**src/rtl/vn_col_sched_if.sv**
```systemverilog
// Scheduler-side bus of the VN column scheduler: frame handshake, VN strobes,
// syndrome input and decoded-frame handshake.
interface vn_col_sched_if #(
    parameter int COL_W  = 4,
    parameter int ITER_W = 4
);
    logic              frm_valid;
    logic              frm_ready;
    logic              vn_issue;
    logic [COL_W-1:0]  rd_col;
    logic              c2v_zero;
    logic              wb_en;
    logic [COL_W-1:0]  wb_col;
    logic              syn_zero;
    logic              dec_valid;
    logic              out_ready;
    logic              converged;
    logic [ITER_W-1:0] iter_cnt;

    modport master (
        input  frm_valid, syn_zero, out_ready,
        output frm_ready, vn_issue, rd_col, c2v_zero, wb_en, wb_col,
               dec_valid, converged, iter_cnt
    );

    modport slave (
        output frm_valid, syn_zero, out_ready,
        input  frm_ready, vn_issue, rd_col, c2v_zero, wb_en, wb_col,
               dec_valid, converged, iter_cnt
    );
endinterface

```
**src/rtl/vn_col_sched.sv**
```systemverilog
// Column-layer scheduler for the LDPC variable-node array.
// Walks the column blocks once per iteration, tracks the VN pipeline for
// write-back strobes and runs the iteration loop until the stop condition.
// Optional feature: define EARLY_TERM_EN to stop at the first CHECK that
// sees a zero syndrome; otherwise every frame runs MAX_ITER iterations.
//
//  state | meaning
//  IDLE  | waiting for a frame, frm_ready high
//  RUN   | issuing one column block per cycle
//  DRAIN | waiting for the last column to leave the VN pipeline
//  CHECK | one cycle: count iteration, sample syndrome, decide stop
//  DONE  | decoded frame held until downstream accepts it
module vn_col_sched #(
    parameter int COL_BLKN = 12,
    parameter int COL_W    = 4,
    parameter int MAX_ITER = 10,
    parameter int ITER_W   = 4,
    parameter int VN_LAT   = 4
) (
    input  logic               clk,
    input  logic               rst,
    vn_col_sched_if.master     bus
);

    typedef enum logic [2:0] {
        S_IDLE,
        S_RUN,
        S_DRAIN,
        S_CHECK,
        S_DONE
    } state_t;

    state_t            state_q, state_d;
    logic [COL_W-1:0]  col_q;
    logic [ITER_W-1:0] iter_q;
    logic              conv_q;
    logic [COL_W:0]    pipe_q [VN_LAT];

    logic              accept;
    logic              issue;
    logic              col_last;
    logic              wb_en;
    logic [COL_W-1:0]  wb_col;
    logic              last_wb;
    logic              last_iter;
    logic              stop;

    assign accept    = (state_q == S_IDLE) && bus.frm_valid;
    assign issue     = (state_q == S_RUN);
    assign col_last  = (col_q == COL_W'(COL_BLKN - 1));
    assign wb_en     = pipe_q[VN_LAT-1][COL_W];
    assign wb_col    = pipe_q[VN_LAT-1][COL_W-1:0];
    assign last_wb   = wb_en && (wb_col == COL_W'(COL_BLKN - 1));
    assign last_iter = (iter_q == ITER_W'(MAX_ITER - 1));
`ifdef EARLY_TERM_EN
    assign stop      = last_iter || bus.syn_zero;
`else
    assign stop      = last_iter;
`endif

    // State register; async reset drops any frame in flight.
    always_ff @(posedge clk or posedge rst) begin
        if (rst) state_q <= S_IDLE;
        else     state_q <= state_d;
    end

    // Next-state decode.
    always_comb begin
        state_d = state_q;
        case (state_q)
            S_IDLE:  if (accept)        state_d = S_RUN;
            S_RUN:   if (col_last)      state_d = S_DRAIN;
            S_DRAIN: if (last_wb)       state_d = S_CHECK;
            S_CHECK: state_d = stop ? S_DONE : S_RUN;
            S_DONE:  if (bus.out_ready) state_d = S_IDLE;
            default: state_d = S_IDLE;
        endcase
    end

    // Column and iteration counters plus the registered convergence flag.
    always_ff @(posedge clk or posedge rst) begin
        if (rst) begin
            col_q  <= '0;
            iter_q <= '0;
            conv_q <= 1'b0;
        end else begin
            case (state_q)
                S_IDLE: if (accept) begin
                    col_q  <= '0;
                    iter_q <= '0;
                    conv_q <= 1'b0;
                end
                S_RUN:   col_q <= col_last ? '0 : col_q + 1'b1;
                S_CHECK: begin
                    col_q  <= '0;
                    iter_q <= iter_q + 1'b1;
                    conv_q <= bus.syn_zero;
                end
                default: ;
            endcase
        end
    end

    // VN pipeline shadow: {issue, col} delayed by VN_LAT cycles.
    always_ff @(posedge clk or posedge rst) begin
        if (rst) begin
            for (int i = 0; i < VN_LAT; i++) pipe_q[i] <= '0;
        end else begin
            pipe_q[0] <= {issue, col_q};
            for (int i = 1; i < VN_LAT; i++) pipe_q[i] <= pipe_q[i-1];
        end
    end

    assign bus.frm_ready = (state_q == S_IDLE);
    assign bus.vn_issue  = issue;
    assign bus.rd_col    = col_q;
    assign bus.c2v_zero  = issue && (iter_q == '0);
    assign bus.wb_en     = wb_en;
    assign bus.wb_col    = wb_col;
    assign bus.dec_valid = (state_q == S_DONE);
    assign bus.converged = conv_q;
    assign bus.iter_cnt  = iter_q;

endmodule

```
**src/flat_wrapper.sv**
```systemverilog
// flat-port wrapper written by rule: the top's interface ports become plain ports
module vn_col_sched_flat 
#(
    parameter int COL_BLKN = 12,
    parameter int COL_W    = 4,
    parameter int MAX_ITER = 10,
    parameter int ITER_W   = 4,
    parameter int VN_LAT   = 4
)
  (clk, rst, bus_frm_valid, bus_syn_zero, bus_out_ready, bus_frm_ready, bus_vn_issue, bus_rd_col, bus_c2v_zero, bus_wb_en, bus_wb_col, bus_dec_valid, bus_converged, bus_iter_cnt);
  vn_col_sched_if #(.COL_W(COL_W), .ITER_W(ITER_W)) bus_i ();
  input  logic clk;
  input  logic rst;
  input wire logic [$bits(bus_i.frm_valid)-1:0] bus_frm_valid;
  input wire logic [$bits(bus_i.syn_zero)-1:0] bus_syn_zero;
  input wire logic [$bits(bus_i.out_ready)-1:0] bus_out_ready;
  output wire logic [$bits(bus_i.frm_ready)-1:0] bus_frm_ready;
  output wire logic [$bits(bus_i.vn_issue)-1:0] bus_vn_issue;
  output wire logic [$bits(bus_i.rd_col)-1:0] bus_rd_col;
  output wire logic [$bits(bus_i.c2v_zero)-1:0] bus_c2v_zero;
  output wire logic [$bits(bus_i.wb_en)-1:0] bus_wb_en;
  output wire logic [$bits(bus_i.wb_col)-1:0] bus_wb_col;
  output wire logic [$bits(bus_i.dec_valid)-1:0] bus_dec_valid;
  output wire logic [$bits(bus_i.converged)-1:0] bus_converged;
  output wire logic [$bits(bus_i.iter_cnt)-1:0] bus_iter_cnt;
  assign bus_i.frm_valid = bus_frm_valid;
  assign bus_i.syn_zero = bus_syn_zero;
  assign bus_i.out_ready = bus_out_ready;
  assign bus_frm_ready = bus_i.frm_ready;
  assign bus_vn_issue = bus_i.vn_issue;
  assign bus_rd_col = bus_i.rd_col;
  assign bus_c2v_zero = bus_i.c2v_zero;
  assign bus_wb_en = bus_i.wb_en;
  assign bus_wb_col = bus_i.wb_col;
  assign bus_dec_valid = bus_i.dec_valid;
  assign bus_converged = bus_i.converged;
  assign bus_iter_cnt = bus_i.iter_cnt;
  vn_col_sched #(.COL_BLKN(COL_BLKN), .COL_W(COL_W), .MAX_ITER(MAX_ITER), .ITER_W(ITER_W), .VN_LAT(VN_LAT)) u_core (.clk(clk), .rst(rst), .bus(bus_i));
endmodule
```
**config.mk**
```make
export PLATFORM = sky130hd
export DESIGN_NAME = vn_col_sched_flat
export DESIGN_NICKNAME = d
export VERILOG_FILES = /design/src/rtl/vn_col_sched_if.sv /design/src/rtl/vn_col_sched.sv /design/src/flat_wrapper.sv
export SDC_FILE = /design/constraint.sdc
export NUM_CORES = 1
export LEC_CHECK = 0
export BUFFER_PORTS_ARGS = -buffer_cell sky130_fd_sc_hd__buf_2
export CORE_MARGIN = 3
export CORE_UTILIZATION = 53
export DETAILED_ROUTE_END_ITERATION = 10
export PLACE_DENSITY = 0.86
export REMOVE_ABC_BUFFERS = 1
export SYNTH_ARGS = -nofsm -noshare
export SYNTH_HDL_FRONTEND = slang
export SYNTH_SLANG_ARGS = --single-unit
```
**constraint.sdc**
```tcl
create_clock -name clk -period 1.7 [get_ports clk]
set_input_delay 0.085 -clock clk [delete_from_list [all_inputs] [get_ports clk]]
set_output_delay 0.085 -clock clk [all_outputs]
set_load 0.01 [all_outputs]
```
==> results.ini <==
[status]
status=finished, final reports clean

[drt]
highest_layer=met4
drt-pass1-iter-count=4
drc_errors=0
vias=870
first_iter_violations=18
routed-wl-met3_um=146
drt_wl_total_mm=2.310
post_drt_wl_per_cell_um=14.62
postRouteAntennaNets=0
wl_met2_mm=1.109
via_per_inst=5.506
wl_met1_mm=1.008

[setup_path]
cp-end-kind=output port
cp-start-kind=register
crit_fanout=4
required_ps=1620
worst-setup-path-type=reg2out
worstPathArrival_ps=1540
path_cells=or3b_4, nor4b_2, buf_2
worst_path_max_delay_cell=or3b_4
critPathMaxStageDelay_ps=440

[global_routing]
grt_pass1_wl_mm=3.346
antenna_found_initial=0
grt_max_degree=33
grt_use_total_pct=16.89
grt_pass1_vias=751
grt-ovfl-total=0

[timing]
relSlewSlack_pct=64.54
slew_violations=0
max_clock_freq_mhz=614.8
tns_ps=0
hold_viol_final=0
setup_viol=0
period_share_pct=95.68
layout_min_cycle_time_ps=1627
grt_setup_unrepaired=no
fin_skew_ps=15.15
tightest_slew_ps=526.4

[clocking]
cts.clk_slew.worst_paths_ps=80
cts_buffers=5
cts_tree=done
htreeDepth=2
cts_sinks=32
clk_latency_ps=330
cts_root_buf=clkbuf_4
clockBufferDepth=2

[power]
clkPwrFrac_pct=40.7
p_int_mw=1.078
p_seq_share_pct=57.3
ir_worst_vdd_uv=922.3
p_per_area_nw_per_um2=881.0
combPwrFrac_pct=1.9
power_switching_uw=251.1
p_sw_share_pct=18.89
leakage_nw=0.7971

[cells_and_area]
post_route_cells_drive_above_1_share_pct=33.08
final_cells=158
area_delta_synth_final_pct=19.29
fillers=167
antennaDiodeCount=0
final_nets=138

[die]
core_um2=2233
ios=23
initial_core_util_pct=56.64
dieArea_um2=3009
die_w_um=54.86
die_h_um=54.86
rows=17

[logic_synthesis]
synth_common_cells=dfrtp_1 (32), a21oi_1 (6), inv_1 (5), nor2_1 (5)
synth_top_area_share_pct=63.30
async_reset_ff_share_pct=100.0
synth_edf_count=0
ys.flop_type=dfrtp_1
synth.avg_cell_area_um2=12.78
synth-warning-count=0
synth_cell_types=32
ys_seq_area_share_pct=63.30
ys_ff_latch=32
synth_area_um2=1265
synth_area_leaders=dfrtp_1 (63%), ha_1 (4.0%), nor4b_2 (3.6%)
synth.most_common_cell=dfrtp_1
synth_area_leader_cell=dfrtp_1
synthCells=99

[placement]
gp_congestion=0.7909
port_buffers=22
dp_cells=146
place_hpwl_mm=1.583

[run]
cap_violations=0

[hold_path]
hold_class=in2reg

[sequential cells by signal, summed over array words and instances, names as in the netlist]
register and flops:
u_core.bus.rd_col 4, u_core.bus.iter_cnt 4, u_core.bus.wb_en 1, u_core.state_q 3, u_core.bus.converged 1, u_core.pipe_q 15
u_core.bus.wb_col 4
[power groups by stage]
stage	registers (mW)	clock network (mW)	logic, mW
2_1_floorplan	0.778	0	0.0133
3_3_place_gp	0.777	0	0.0244
3_5_place_dp	0.777	0	0.0249
4_1_cts	0.762	0.555	0.0266
5_1_grt	0.763	0.594	0.0300
6_report	0.762	0.541	0.0257
[routing by layer]
layer | up-vias | global-route usage (%)
li1 | 405 | -
met1 | 431 | 20.53
met2 | 28 | 24.41
met3 | 6 | 9.264
met4 | 0 | 7.469
met5 | - | 0
[worst paths after layout]
path	startpoint	to	slack [ps]	cells after the start
max in group asynchronous	rst	u_core.state_q[0]	1040	4
max reg2reg	u_core.bus.rd_col[0]	u_core.state_q[0]	230	4
max	u_core.state_q[1]	bus_c2v_zero	70	3
min	bus_out_ready	u_core.state_q[2]	80	3
min reg2reg	u_core.pipe_q[18]	u_core.pipe_q[13]	350	0
min in group asynchronous	rst	u_core.pipe_q[12]	370	4
[per-stage QoR]
stage               worst slack (ps)  power [mW]  instance area, µm²  util, %  hold WS (ps)
floorplan                      258.8      0.7913                1222        -         201.2
finish                         73.44       1.329                1509    67.56         76.53
global placement               312.3      0.8017                1398    62.58         172.1
detailed placement             260.3      0.8022                1398    62.58         179.3
global route                   21.71       1.386                1509    67.56         55.79
CTS                            13.18       1.344                1486    66.55         61.80
[area by class of cell]
cell class | count | area [µm²] | area share [%]
sequential | 32 | 800.8 | 53.07
clock inverter | 2 | 35.03 | 2.322
inverter | 6 | 22.52 | 1.493
multi-input combinational | 54 | 401.6 | 26.62
timing repair buffer | 30 | 172.7 | 11.44
clock buffer | 6 | 41.29 | 2.736
tap | 28 | 35.03 | 2.322
[layout by cell type, fill, tap and decap left out, drive strengths merged, types with 3 or more instances in the layout]
| cell type | synthesis | routed |
|---|---|---|
| dfrtp | 32 | 32 |
| nand3 | 4 | 4 |
| o21ai | 4 | 4 |
| inv | 6 | 6 |
| nor4b | 3 | 3 |
| nor3 | 3 | 3 |
| clkbuf | 2 | 6 |
| buf | 5 | 29 |
| and3b | 4 | 4 |
| nor2 | 5 | 5 |
| a21oi | 6 | 6 |
| ha | 4 | 4 |
[critical path, delay by kind of cell, from the launching register on]
family	cells	cell delay, ps
AND/OR/NAND/NOR	2	650
flip-flops	1	410
buffers and inverters	1	160
[what timing repair did]
item,CTS,global route
pin swaps,0,2
hold endpoints to repair,32,0
resized for setup,1,0
hold buffers,1,0
endpoints found under the setup margin,1,1
buffers inserted,0,3
[logic make-up (layout without fill, tap and decap cells)]
logic type	after synthesis	after routing	synth area share, %
flops	32	32	63.30
buf+inv	13	44	5.143
simple gates	28	28	15.63
compound gates	21	21	11.08
fa+ha+maj	4	4	3.957
mux	1	1	0.8901
Power figures use the tool's default switching activity.
